### config.mk
export PLATFORM = sky130hd
export DESIGN_NAME = instr_encoder
export DESIGN_NICKNAME = d
export VERILOG_FILES = /design/src/rtl/arm_isa_pkg.sv /design/src/rtl/instr_field_pack.sv /design/src/rtl/instr_encoder.sv
export SDC_FILE = /design/constraint.sdc
export NUM_CORES = 1
export LEC_CHECK = 0
export ABC_AREA = 1
export BUFFER_PORTS_ARGS = -buffer_cell sky130_fd_sc_hd__buf_2
export CORE_MARGIN = 5
export CORE_UTILIZATION = 43
export CTS_CLUSTER_DIAMETER = 100
export CTS_CLUSTER_SIZE = 14
export DETAILED_ROUTE_END_ITERATION = 8
export PLACE_DENSITY = 0.84
export SLEW_MARGIN = 0
export SYNTH_ARGS = -nofsm -noshare
export SYNTH_HDL_FRONTEND = slang
export SYNTH_SLANG_ARGS = --single-unit
### constraint.sdc
create_clock -name clk -period 1.15 [get_ports clk]
set_input_delay 0 -clock clk [delete_from_list [all_inputs] [get_ports clk]]
set_output_delay 0 -clock clk [all_outputs]
set_load 0.01 [all_outputs]
### src/rtl/arm_isa_pkg.sv
// ============================================================================
// Module : arm_isa_pkg
// Brief  : Shared ARM-style encoding constants, request kinds and FSM states
// Rev    : 1.0  initial release
// ============================================================================
`default_nettype none

package arm_isa_pkg;

  localparam logic [1:0] OP_DP  = 2'b00;
  localparam logic [1:0] OP_MEM = 2'b01;
  localparam logic [1:0] OP_BR  = 2'b10;

  typedef enum logic [2:0] {
    KIND_DP_REG = 3'd0,
    KIND_DP_IMM = 3'd1,
    KIND_STR    = 3'd2,
    KIND_LDR    = 3'd3,
    KIND_B      = 3'd4
  } kind_e;

  localparam logic [3:0] COND_EQ = 4'h0;
  localparam logic [3:0] COND_NE = 4'h1;
  localparam logic [3:0] COND_AL = 4'hE;

  // MOV r0, r0 with the always condition
  localparam logic [31:0] NOP_WORD = 32'hE1A00000;

  typedef enum logic [1:0] {
    ST_IDLE  = 2'd0,
    ST_WRITE = 2'd1,
    ST_FULL  = 2'd2
  } state_e;

endpackage

`default_nettype wire

### src/rtl/instr_field_pack.sv
// ============================================================================
// Module : instr_field_pack
// Brief  : Combinational packing of request fields into a 32-bit instruction
// Rev    : 1.0  initial release
// ============================================================================
`default_nettype none

module instr_field_pack
  import arm_isa_pkg::*;
(
  input  logic [2:0]  in_kind,
  input  logic [3:0]  in_cond,
  input  logic [3:0]  in_cmd,
  input  logic [3:0]  in_rn,
  input  logic [3:0]  in_rd,
  input  logic [3:0]  in_rm,
  input  logic        in_s,
  input  logic [23:0] in_imm,
  output logic [31:0] word
);

  always_comb begin
    word = NOP_WORD;
    case (in_kind)
      KIND_DP_REG: word = {in_cond, OP_DP, 1'b0, in_cmd, in_s, in_rn, in_rd, 8'h00, in_rm};
      KIND_DP_IMM: word = {in_cond, OP_DP, 1'b1, in_cmd, in_s, in_rn, in_rd, in_imm[11:0]};
      // immediate offset, pre-index, add, word access, no writeback
      KIND_STR:    word = {in_cond, OP_MEM, 5'b01100, 1'b0, in_rn, in_rd, in_imm[11:0]};
      KIND_LDR:    word = {in_cond, OP_MEM, 5'b01100, 1'b1, in_rn, in_rd, in_imm[11:0]};
      KIND_B:      word = {in_cond, OP_BR, 2'b10, in_imm};
      default:     word = NOP_WORD;
    endcase
  end

endmodule

`default_nettype wire

### src/rtl/instr_encoder.sv
// ============================================================================
// Module : instr_encoder
// Brief  : Encodes instruction requests and writes them sequentially into
//          instruction memory. Optional INSTR_ENCODER_CHECK_EN rejects illegal
//          kinds with an err pulse instead of writing a NOP.
// Rev    : 1.0  initial release
// ============================================================================
`default_nettype none

module instr_encoder
  import arm_isa_pkg::*;
#(
  parameter  int DEPTH  = 64,
  localparam int ADDR_W = $clog2(DEPTH)
) (
  input  logic              clk,
  input  logic              rst,
  input  logic              restart,
  input  logic              in_valid,
  output logic              in_ready,
  input  logic [2:0]        in_kind,
  input  logic [3:0]        in_cond,
  input  logic [3:0]        in_cmd,
  input  logic [3:0]        in_rn,
  input  logic [3:0]        in_rd,
  input  logic [3:0]        in_rm,
  input  logic              in_s,
  input  logic [23:0]       in_imm,
  output logic              imem_we,
  output logic [ADDR_W-1:0] imem_addr,
  output logic [31:0]       imem_wdata,
  output logic              full,
  output logic              err
);

  state_e              state_q, state_d;
  logic [ADDR_W-1:0]   addr_q, addr_d;
  logic                we_q, we_d;
  logic [ADDR_W-1:0]   waddr_q, waddr_d;
  logic [31:0]         wdata_q, wdata_d;
  logic [31:0]         w_word;
  logic                w_legal;
  logic                w_accept;
  logic                w_write;

  instr_field_pack u_pack (
    .in_kind (in_kind),
    .in_cond (in_cond),
    .in_cmd  (in_cmd),
    .in_rn   (in_rn),
    .in_rd   (in_rd),
    .in_rm   (in_rm),
    .in_s    (in_s),
    .in_imm  (in_imm),
    .word    (w_word)
  );

`ifdef INSTR_ENCODER_CHECK_EN
  assign w_legal = (in_kind <= KIND_B);
`else
  assign w_legal = 1'b1;
`endif

  assign w_accept = in_valid && in_ready;
  assign w_write  = w_accept && w_legal;

  always_ff @(posedge clk or posedge rst) begin
    if (rst) begin
      state_q <= ST_IDLE;
      addr_q  <= '0;
      we_q    <= 1'b0;
      waddr_q <= '0;
      wdata_q <= '0;
    end else begin
      state_q <= state_d;
      addr_q  <= addr_d;
      we_q    <= we_d;
      waddr_q <= waddr_d;
      wdata_q <= wdata_d;
    end
  end

  always_comb begin
    state_d = state_q;
    addr_d  = addr_q;
    we_d    = 1'b0;
    waddr_d = waddr_q;
    wdata_d = wdata_q;
    // A write already on the port this cycle finishes; only the count rewinds.
    if (restart) begin
      state_d = ST_IDLE;
      addr_d  = '0;
    end else begin
      case (state_q)
        ST_IDLE: begin
          if (w_write) begin
            state_d = ST_WRITE;
            we_d    = 1'b1;
            waddr_d = addr_q;
            wdata_d = w_word;
          end
        end
        ST_WRITE: begin
          if (addr_q == ADDR_W'(DEPTH - 1)) begin
            state_d = ST_FULL;
          end else begin
            state_d = ST_IDLE;
            addr_d  = addr_q + ADDR_W'(1);
          end
        end
        default: state_d = state_q;
      endcase
    end
  end

  always_comb begin
    in_ready   = (state_q == ST_IDLE) && !restart && !rst;
    full       = (state_q == ST_FULL);
    imem_we    = we_q;
    imem_addr  = waddr_q;
    imem_wdata = wdata_q;
  end

`ifdef INSTR_ENCODER_CHECK_EN
  logic err_q, err_d;

  assign err_d = w_accept && !w_legal;

  always_ff @(posedge clk or posedge rst) begin
    if (rst) begin
      err_q <= 1'b0;
    end else begin
      err_q <= err_d;
    end
  end

  assign err = err_q;
`else
  assign err = 1'b0;
`endif

endmodule

`default_nettype wire
Yosys cells after proc, flatten, opt, wreduce, memory -nomap -nowiden
Index checks and enable logic that the tools add are counted.
{"block": "word_totals", "input_bits": 52, "out_inout_bits": 42, "reg_bits": 47, "wordCells": 39}
{"block": "classes", "n_reduce_logical": 12, "bitwise_logic": 1, "n_mux": 11, "add_sub_neg": 1, "n_eq_ne": 9}
{"cell": "one-hot mux 32 bit (5 select lines)", "count": 1}
{"cell": "two-way mux 6 bit", "count": 3}
{"cell": "adder 6 x 1 -> 6 bit, second input constant", "count": 1}
{"cell": "== test 3 x 2 -> 1 bit, second input constant", "count": 2}
{"cell": "== test 6 bit, second input constant", "count": 1}
{"cell": "two-way mux 2 bit", "count": 3}
{"cell": "one-hot mux 2 bit (2 select lines)", "count": 1}
{"cell": "AND reduction 2 bit", "count": 2}
{"cell": "== test 3 x 1 -> 1 bit, second input constant", "count": 1}
{"cell": "== test 3 bit, second input constant", "count": 1}
{"cell": "logical AND 1 bit", "count": 3}
{"cell": "logical NOT 3 bit", "count": 1}
{"cell": "two-way mux 1 bit", "count": 3}
{"cell": "inequality test 3 bit, second input constant", "count": 1}
{"cell": "AND reduction 3 bit", "count": 1}
{"cell": "nonzero test 3 bit", "count": 1}
{"cell": "== test 2 x 1 -> 1 bit, second input constant", "count": 1}
{"cell": "== test 2 bit, second input constant", "count": 1}
{"cell": "logical NOT 1 bit", "count": 2}
{"cell": "logical NOT 2 bit", "count": 1}
{"cell": "inequality test 2 bit, second input constant", "count": 1}
{"cell": "nonzero test 2 bit", "count": 1}
{"cell": "NOT 1 bit", "count": 1}

Logic depth before layout (Yosys ltp)
Gate-level depths: netlist of the first run.
{"block": "depth", "word_depth": 7, "depth_mapped": 8, "mapped_depth_nobuf": 8}

Modules after synthesis
A second synthesis of the first run with hierarchy kept.
{"block": "unflattened", "hier_cells": 325, "hier_area_um2": 2394.8}
{"mod": "instr_encoder", "instances": 1, "cells_each": 227, "seq_area_each_um2": 1176.1, "area_per_inst_um2": 1944.4}
{"mod": "instr_field_pack", "instances": 1, "cells_each": 98, "seq_area_each_um2": 0.0, "area_per_inst_um2": 450.4}

Least setup slack after synthesis of the first run
Ideal clock, no wire load.
{"block": "synth_path", "path_kind": "reg-to-reg", "from": "reg addr_q[0]", "to": "reg addr_q[1]", "path_stages_with_launch": 9, "synth_period_minus_slack_ns": 1.228, "t_required_ns": 1.034, "path_slack_ns": -0.078, "n_path_buf": 0, "setup_time_ns": 0.116, "arrival_time_ns": 1.111, "cell_sequence": "dfrtp_1 ha_1 nand2_1 nor2_4 nand2_1 nand3_1 inv_1 nand2_1 nand2_1"}
{"block": "synth_via", "elab_chain_len": 4, "word_cells_on_any_way": 7, "classes_between": "1 x add/sub; 2 x eq/ne; 3 x mux; 1 x reduce/logical"}
{"element": "from (decl)", "line": "instr_encoder.sv:37", "text": "logic [ADDR_W-1:0] addr_q, addr_d;"}
{"element": "from (signal assigned)", "line": "instr_encoder.sv:76", "text": "addr_q <= addr_d;"}
{"element": "adder 6 x 1 -> 6 bit", "line": "instr_encoder.sv:108", "text": "addr_d = addr_q + ADDR_W'(1);"}
{"element": "two-way mux 6 bit", "line": "instr_encoder.sv:104", "text": "if (addr_q == ADDR_W'(DEPTH - 1)) begin"}
{"element": "two-way mux 6 bit", "line": "instr_encoder.sv:94", "text": "case (state_q)"}
{"element": "two-way mux 6 bit", "line": "instr_encoder.sv:90", "text": "if (restart) begin"}
Several ways; a longest one is shown, not always the timed one. The select of a mux whose other input is x is not followed.
A chain may end at the register's enable or synchronous reset.

Worst setup path in the final report of the first run
{"block": "layout_path", "from": "reg state_q[1]", "to": "reg wdata_q[16] (netlist: imem_wdata[16])"}
{"block": "layout_via", "elab_chain_len": 5}
{"element": "from (decl)", "line": "instr_encoder.sv:36", "text": "state_e state_q, state_d;"}
{"element": "from (signal assigned)", "line": "instr_encoder.sv:75", "text": "state_q <= state_d;"}
{"element": "logical NOT 2 bit *", "line": "instr_encoder.sv:94, instr_encoder.sv:117"}
{"element": "logical AND 1 bit (2 in series)", "line": "instr_encoder.sv:117", "text": "in_ready = (state_q == ST_IDLE) && !restart && !rst;"}
{"element": "logical AND 1 bit", "line": "instr_encoder.sv:64", "text": "assign w_accept = in_valid && in_ready;"}
{"element": "AND reduction 3 bit (no source line) *"}
{"element": "to (signal assigned)", "line": "instr_encoder.sv:79", "text": "wdata_q <= wdata_d;"}
{"element": "to (decl)", "line": "instr_encoder.sv:40", "text": "logic [31:0] wdata_q, wdata_d;"}
Every way passes the cells marked *; elsewhere a longest branch is shown, timed or not.

==> impl_metrics.csv, run 1 <==
group,metric,value,unit
clocking,clk_pin_slew,0.09,ns
pwr,powerDensity,1120,nW/um2
global_routing,grt_max_degree,20,
sta,relSlewSlack,0.593,
worst_setup_path,crit_path_max_fanout,6,
place,dpl.cell_count,462,
routing,wl_per_cell,14.1,um
pwr,leakage,0.00204,uW
clocking,cts_buffers,5,
routing,num_vias,2451,
floorplan,io-pin-count,94,
finish,fill_cells,380,
finish,design_area,3560,um2
worst_setup_path,cpPeakStageDelay,0.42,ns
floorplan,die_h,83.4,um
sta,setup_slack,-0.131,ns
routing,drc,0,
routing,first_iter_violations,152,
floorplan,die_x,83.4,um
finish,syn_to_final_growth,53.7,%
yosys,ys_seq_area_frac,0.508,
place,postPlaceCellArea,2950,um2
worst_setup_path,required,1.34,ns
place,dpl.hpwl,4.54,mm
worst_setup_path,rr_worst_depth,5,
global_routing,grt_pass1_vias,2480,
pwr,p_int,2830,uW
worst_setup_path,path_depth,5,
worst_setup_path,critical_path_class,"register to register",
floorplan,num_rows,26,
global_routing,track_usage,0.208,
floorplan,core_area,5170,um2
worst_setup_path,critPathBufInv,1,
pwr,p_sw,1170,uW
clocking,htreeDepth,2,
routing,routed_wl,7.10,mm
clocking,clock_path_buffers,2,
pwr,power_frac_clock,0.272,
sta,finalSetupViolCount,45,
floorplan,die_area,6950,um2
place,port_buffers,92,
worst_setup_path,path_cells,"nor2_2 -> nand3_4 -> bufbuf_16 -> nand2_1 -> nand2_1",
hold_path,hold_class,"primary input to register",
worst_setup_path,cp_common_cell,"nand2_1",
pwr,switching_share,0.292,
yosys,synth_warnings,0,
clocking,clockRootBuffer,"clkbuf_8",
sta,finalMaxSlewViolations,0,
sta,hold_violations,0,
yosys,ys_types,25,
sta,rsz0062_at_grt,"true",
finish,final_common_cell,"nand2_1",
finish,stdcell_count,504,
clocking,clkSinkCount,47,
yosys,syn_area,2320,um2
floorplan,initial_core_util,0.448,
yosys,syn_area_per_cell,7.82,um2
sta,hold-worst-slack,0.00723,ns
routing,detail_route.vias_per_cell,4.86,
sta,fin_skew,0.00693,ns
place,gp_congestion,0.851,
yosys,synth_top_area_frac,0.508,
pwr,ir_drop,0.000619,V
finish,fin_nets,486,
hold_path,hold_depth,5,
sta,layout_worst_path_cycle_share,1.11,
worst_setup_path,crit_slowest_cell,"dfrtp_1",
global_routing,grt_overflow,0,
yosys,synthTopCellsByArea,"dfrtp_1, nand2_1, nand3_1",
global_routing,grt_pass1_wl,11.8,mm
routing,drtPass1Iterations,4,
routing,ant_nets,0,
worst_setup_path,arrival,1.47,ns
run_status,violations,"negative setup slack",
clocking,cts_tree,"done",
run_status,status,"finished with violations",
finish,diodes,0,
yosys,synthCells,296,
worst_setup_path,cp-start-kind,"register",
yosys,ys_ff_latch,47,
sta,worst_slew_pin_slew,0.610,ns
pwr,seqPwrFrac,0.487,
place,place_worst_setup_slack,-0.105,ns
global_routing,antenna_found_initial,0,
yosys,netlist.top_cell.by_area,"dfrtp_1",
yosys,syn_nets,349,
worst_setup_path,end_kind,"register",
pwr,combPwrFrac,0.241,
sta,fin_crit,1.28,ns
sta,max_freq,780,MHz
finish,drive_gt1_frac,0.403,
finish,layout_common_cells,"nand2_1, buf_2, dfrtp_1, dlygate4sd3_1, nand2_2",
flow_run,maxCapViolCount,0,
worst_setup_path,critPathTopFamily,"simple AND/OR/NAND/NOR gates",
clocking,insertion_delay,0.30,ns
[timing repair]
action | in CTS | in global routing
endpoints found under the setup margin | 42 | 48
resized for setup | 21 | 29
hold buffers | 26 | 0
gates cloned | 4 | 0
pin swaps | 7 | 12
hold endpoints to repair | 35 | 0
buffers inserted | 1 | 3
[cell usage after synthesis (all sizes together)]
master / count
nand3: 23
o21ai: 13
ha: 1
a21boi: 3
conb: 1
nor4: 1
a21oi: 1
nand4: 1
dfrtp: 47
nor2: 12
inv: 23
or2: 1
nand2: 158
buf: 11
[sequential cells by signal (all words and copies together) (netlist names)]
register,cells
imem_wdata,32
addr_q,6
imem_addr,6
state_q,2
imem_we,1
[path summary, 6_finish.rpt]
kind | from | endpoint | slack [ns]
max in group asynchronous | rst | imem_wdata[6] | 0.34
worst min-delay path | in_rd[0] | imem_wdata[12] | 0.007
min in group asynchronous | rst | imem_addr[4] | 0.32
worst max-delay path | state_q[1] | imem_wdata[16] | -0.13
worst min register to register | imem_wdata[10] | imem_wdata[10] | 0.48
worst max register to register | state_q[1] | imem_wdata[16] | -0.13
[worst reg2reg max path, stage by stage (launching register included)]
cell	delay, ns
dfrtp_1	0.42
nor2_2	0.16
nand3_4	0.16
bufbuf_16	0.31
nand2_1	0.07
nand2_1	0.06
[cells by family (layout without fill, tap and decap cells)]
| family | count (synthesis) | count (layout) | synth area share |
|---|---|---|---|
| other cells | 1 | 1 | 0.00162 |
| simple gates | 196 | 196 | 0.360 |
| compound gates | 17 | 17 | 0.0416 |
| fa+ha+maj | 1 | 1 | 0.00540 |
| buf+inv | 34 | 172 | 0.0832 |
| flops | 47 | 47 | 0.508 |
[layout make-up]
class / count / area (um2) / share of cell area
Timing Repair Buffer: 139 / 981 / 0.276
Timing Repair inverter: 2 / 20.0 / 0.00562
Tap cell: 70 / 87.6 / 0.0246
Clock buffer: 8 / 100 / 0.0281
Inverter: 23 / 103 / 0.0288
Sequential cell: 47 / 1180 / 0.331
Multi-Input combinational cell: 215 / 1090 / 0.306
[power groups by stage]
stage | clock, uW | sequential (uW) | combinational [uW]
2_1_floorplan | 0 | 2060 | 324
3_3_place_gp | 0 | 1960 | 783
3_5_place_dp | 0 | 1970 | 809
4_1_cts | 1110 | 1940 | 926
5_1_grt | 1170 | 1960 | 1060
6_report | 1090 | 1950 | 963
[stage by stage]
step | power [uW] | util | setup TNS, ns
global route | 4190 | 0.688 | -5.78
global placement | 2750 | 0.569 | -0.00154
finish | 4000 | 0.688 | -3.43
floorplan | 2380 | - | -0.0273
detailed placement | 2780 | 0.569 | -1.00
CTS | 3970 | 0.668 | -2.85
[routing by layer]
layer  routed length (um)  up-vias  global-route usage  share of wire
li1                     -     1182                   -              -
met1                 2780     1141               0.242           0.39
met2                 3670      112               0.362           0.52
met3                  428       16              0.0475          0.060
met4                  216        0              0.0936          0.030
met5                    0        -                   0              0
Power figures use the tool's default switching activity.
==> inputs of run 2 (changes only) <==
==> constraint.sdc (replaced) <==
create_clock -name clk -period 1.15 [get_ports clk]
set_input_delay 0.23 -clock clk [delete_from_list [all_inputs] [get_ports clk]]
set_output_delay 0.23 -clock clk [all_outputs]
set_load 0.01 [all_outputs]
==> impl_metrics.csv, run 2 (same netlist as run 1, synthesis figures left out) <==
group,metric,value,unit
run_status,status,"finished with violations",
run_status,violations,"negative setup slack",
routing,routed_wl,7.04,mm
routing,drc,0,
worst_setup_path,arrival,1.65,ns
clocking,htreeDepth,2,
floorplan,core_area,5170,um2
worst_setup_path,r2r_start,"state_q[0]",
pwr,power_frac_clock,0.250,
finish,layout_common_cells,"nand2_1, buf_2, dfrtp_1, nand2_2, inv_1",
clocking,clkSinkCount,47,
worst_setup_path,end_kind,"register",
pwr,ir_drop,0.000489,V
routing,ant_nets,0,
routing,drtPass1Iterations,4,
global_routing,grt_pass1_vias,2375,
sta,fin_crit,1.46,ns
floorplan,die_area,6950,um2
clocking,clock_path_buffers,2,
worst_setup_path,crit_path_max_fanout,6,
place,port_buffers,92,
routing,wl_per_cell,14.5,um
place,dpl.hpwl,4.48,mm
clocking,clockRootBuffer,"clkbuf_8",
floorplan,die_x,83.4,um
sta,finalSetupViolCount,49,
pwr,combPwrFrac,0.253,
pwr,seqPwrFrac,0.497,
place,gp_congestion,0.797,
pwr,powerDensity,1090,nW/um2
floorplan,initial_core_util,0.448,
worst_setup_path,r2r_setup_slack,-0.31,ns
finish,multi_input_area,1280,um2
clocking,insertion_delay,0.30,ns
worst_setup_path,cp-start-kind,"register",
floorplan,io-pin-count,94,
floorplan,num_rows,26,
hold_path,hold_class,"primary input to async pin",
clocking,cts_buffers,5,
sta,hold_violations,0,
finish,drive_gt1_frac,0.547,
sta,setup_slack,-0.310,ns
floorplan,die_h,83.4,um
pwr,switching_share,0.313,
worst_setup_path,rr_worst_depth,7,
finish,syn_to_final_growth,56.5,%
routing,num_vias,2358,
sta,finalMaxSlewViolations,0,
worst_setup_path,critical_path_class,"register to register",
global_routing,grt_pass1_wl,11.2,mm
sta,max_freq,685,MHz
sta,finalSetupTns,-11.15,ns
sta,hold-worst-slack,0.102,ns
routing,detail_route.vias_per_cell,4.84,
finish,diodes,0,
finish,final_common_cell,"nand2_1",
flow_run,maxCapViolCount,0,
finish,fill_cells,401,
sta,rsz0062_at_grt,"true",
global_routing,grt_overflow,0,
worst_setup_path,r2r-end,"imem_wdata[25]",
finish,fin_nets,469,
finish,regArea,1180,um2
worst_setup_path,required,1.34,ns
pwr,leakage,0.00204,uW
global_routing,track_usage,0.197,
clocking,cts_tree,"done",
pwr,p_sw,1240,uW
sta,fin_skew,0.00624,ns
clocking,cts.hold.buffers_added,0,
global_routing,grt_max_degree,48,
routing,first_iter_violations,72,
finish,largest_register_ffs,32,
pwr,p_int,2720,uW
sta,layout_worst_path_cycle_share,1.27,
clocking,clk_pin_slew,0.09,ns
global_routing,antenna_found_initial,0,
run 2: power groups by stage:
stage               sequential [uW]  clock, uW  combinational, uW
finish                         1970        990               1000
global route                   1990       1070               1100
detailed placement             1970          0                806
floorplan                      2060          0                324
global placement               1970          0                785
CTS                            1940       1010                913
run 2: stage by stage:
step	cell area, um2	cells	worst slack, ns	total power (uW)	utilization
2_1_floorplan	2350	296	-0.0110	2380	-
3_3_place_gp	2940	464	-0.105	2750	0.567
3_5_place_dp	2940	464	-0.158	2780	0.567
4_1_cts	3380	483	-0.191	3860	0.654
5_1_grt	3620	487	-0.332	4160	0.701
6_report	3620	487	-0.310	3960	0.701
run 2: how the worst max path moves through the flow:
stage,cells after the start,end,from,slack (ns)
2_1_floorplan,6,addr_q[3],addr_q[0],-0.01
3_3_place_gp,4,imem_wdata[29],state_q[1],-0.11
3_5_place_dp,4,imem_wdata[29],state_q[1],-0.16
4_1_cts,2,in_ready,state_q[0],-0.19
5_1_grt,7,imem_wdata[25],state_q[0],-0.33
6_report,7,imem_wdata[25],state_q[0],-0.31
run 2: cell type report:
type                            instances  share of cell area
Multi-Input combinational cell        215               0.354
Sequential cell                        47               0.325
Timing Repair Buffer                  122               0.236
Inverter                               23              0.0283
Tap cell                               70              0.0242
Clock buffer                            6              0.0200
Timing Repair inverter                  2             0.00898
Clock inverter                          2             0.00345
run 2: per-layer routing:
layer | GRT usage | part of all wire | up-vias
li1 | - | - | 1151
met1 | 0.239 | 0.41 | 1124
met2 | 0.348 | 0.53 | 73
met5 | 0 | 0 | -
met3 | 0.0455 | 0.049 | 10
met4 | 0.0594 | 0.015 | 0
run 2: critical path: stages (launching register included):
cell and delay, ns:
dfrtp_1 0.43, buf_6 0.15, nor2_4 0.13, nand3_4 0.19, buf_12 0.21, buf_16 0.13, nand2_4 0.05, o21ai_2 0.05
run 2: what timing repair did:
action | in CTS | in global routing
resized for setup | 62 | 62
cloned | 5 | 0
pin swaps | 31 | 23
setup endpoints to repair | 41 | 49
buffers inserted | 7 | 4
==> inputs of run 3 (changes only) <==
==> constraint.sdc (replaced) <==
create_clock -name clk -period 1.15 [get_ports clk]
set_input_delay 0.23 -clock clk [delete_from_list [all_inputs] [get_ports clk]]
set_output_delay 0.23 -clock clk [all_outputs]
set_load 0.05 [all_outputs]
==> impl_metrics.csv, run 3 (same netlist as run 1, synthesis figures left out) <==
group,metric,value,unit
finish,largest_register_ffs,32,
sta,layout_worst_path_cycle_share,1.27,
clocking,cts.hold.buffers_added,0,
sta,finalSetupViolCount,49,
routing,drtPass1Iterations,4,
run_status,violations,"negative setup slack",
sta,finalSetupTns,-9.70,ns
worst_setup_path,cp-start-kind,"register",
sta,setup_slack,-0.316,ns
finish,diodes,0,
place,port_buffers,92,
routing,wl_per_cell,15.0,um
global_routing,grt_max_degree,29,
hold_path,hold_class,"primary input to async pin",
clocking,clk_pin_slew,0.08,ns
clocking,cts_tree,"done",
run_status,status,"finished with violations",
finish,fin_nets,478,
worst_setup_path,required,0.92,ns
floorplan,die_x,83.4,um
finish,layout_common_cells,"nand2_1, buf_2, dfrtp_1, buf_4, nand2_2",
global_routing,grt_overflow,0,
flow_run,maxCapViolCount,0,
finish,multi_input_area,1310,um2
routing,detail_route.vias_per_cell,4.88,
place,dpl.cell_count,466,
finish,utilization,0.746,
sta,finalMaxSlewViolations,0,
routing,drc,0,
finish,stdcell_count,496,
global_routing,track_usage,0.200,
sta,fin_crit,1.47,ns
worst_setup_path,crit_path_max_fanout,3,
floorplan,core_area,5170,um2
sta,rsz0062_at_grt,"true",
worst_setup_path,end_kind,"primary output",
clocking,cts_buffers,5,
floorplan,die_area,6950,um2
floorplan,initial_core_util,0.448,
global_routing,grt_pass1_vias,2456,
place,gp_congestion,0.810,
pwr,leakage,0.00214,uW
sta,hold_violations,0,
pwr,powerDensity,1240,nW/um2
clocking,clock_path_buffers,2,
finish,final_common_cell,"nand2_1",
clocking,clockRootBuffer,"clkbuf_8",
clocking,insertion_delay,0.30,ns
routing,routed_wl,7.44,mm
finish,drive_gt1_frac,0.552,
worst_setup_path,critical_path_class,"register to primary output",
finish,regArea,1180,um2
global_routing,antenna_found_initial,0,
clocking,htreeDepth,2,
place,place_worst_setup_slack,-0.189,ns
routing,num_vias,2418,
place,dpl.hpwl,4.62,mm
routing,first_iter_violations,74,
floorplan,io-pin-count,94,
clocking,clkSinkCount,47,
sta,max_freq,682,MHz
floorplan,num_rows,26,
worst_setup_path,arrival,1.24,ns
finish,fill_cells,354,
global_routing,grt_pass1_wl,11.4,mm
sta,fin_skew,0.00983,ns
floorplan,die_h,83.4,um
routing,ant_nets,0,
finish,syn_to_final_growth,66.7,%
pwr,ir_drop,0.000914,V
==> run 3: critical path, cell delays in order, from the launching register on <==
cell	delay, ns
dfrtp_2	0.44
nor4_4	0.30
buf_6	0.20
==> run 3: area by class of cell <==
type                       count  share of cell area
tap                           70              0.0227
sequential                    47               0.306
inverter                      23              0.0266
clock buffer                   6              0.0188
multi-input combinational    216               0.338
clock inverter                 2             0.00324
timing repair inverter         2             0.00843
timing repair buffer         130               0.276
==> run 3: metrics by stage <==
stage          power, uW  hold WS (ns)  cell area [um2]
6_report            4770         0.114             3860
2_1_floorplan       2960         0.253             2360
5_1_grt             4990         0.122             3860
3_3_place_gp        3350         0.419             2990
4_1_cts             4520         0.112             3480
3_5_place_dp        3380         0.426             2990
==> run 3: power breakdown <==
group	switching (uW)	internal (uW)	total, uW
combinational	1160	647	1810
clock	550	426	976
sequential	147	1840	1980
total	1860	2910	4770
==> run 3: what timing repair did <==
item,4_1_cts,5_1_grt
cloned,8,0
setup buffers,9,7
endpoints found under the setup margin,67,73
gates resized for setup,60,127
endpoints found under the hold margin,0,0
pin swaps,7,37
==> run 3: metal layers <==
layer,GRT usage,wire (um),up-vias
met5,0,0,-
met2,0.362,3910,77
met1,0.233,2950,1157
li1,-,-,1168
met4,0.0684,154,0
met3,0.0406,419,16
==> run 3: path summary, 6_finish.rpt <==
| check | startpoint | end | slack (ns) | cells past startpoint |
|---|---|---|---|---|
| worst max register to register | state_q[1] | imem_wdata[11] | -0.27 | 7 |
| worst min-delay path | rst | state_q[1] | 0.11 | 4 |
| min in group clk | in_cond[0] | imem_wdata[28] | 0.15 | 3 |
| worst min register to register | imem_wdata[5] | imem_wdata[5] | 0.49 | 2 |
| worst max-delay path | state_q[1] | in_ready | -0.32 | 2 |
| max in group asynchronous | rst | addr_q[3] | 0.82 | 4 |
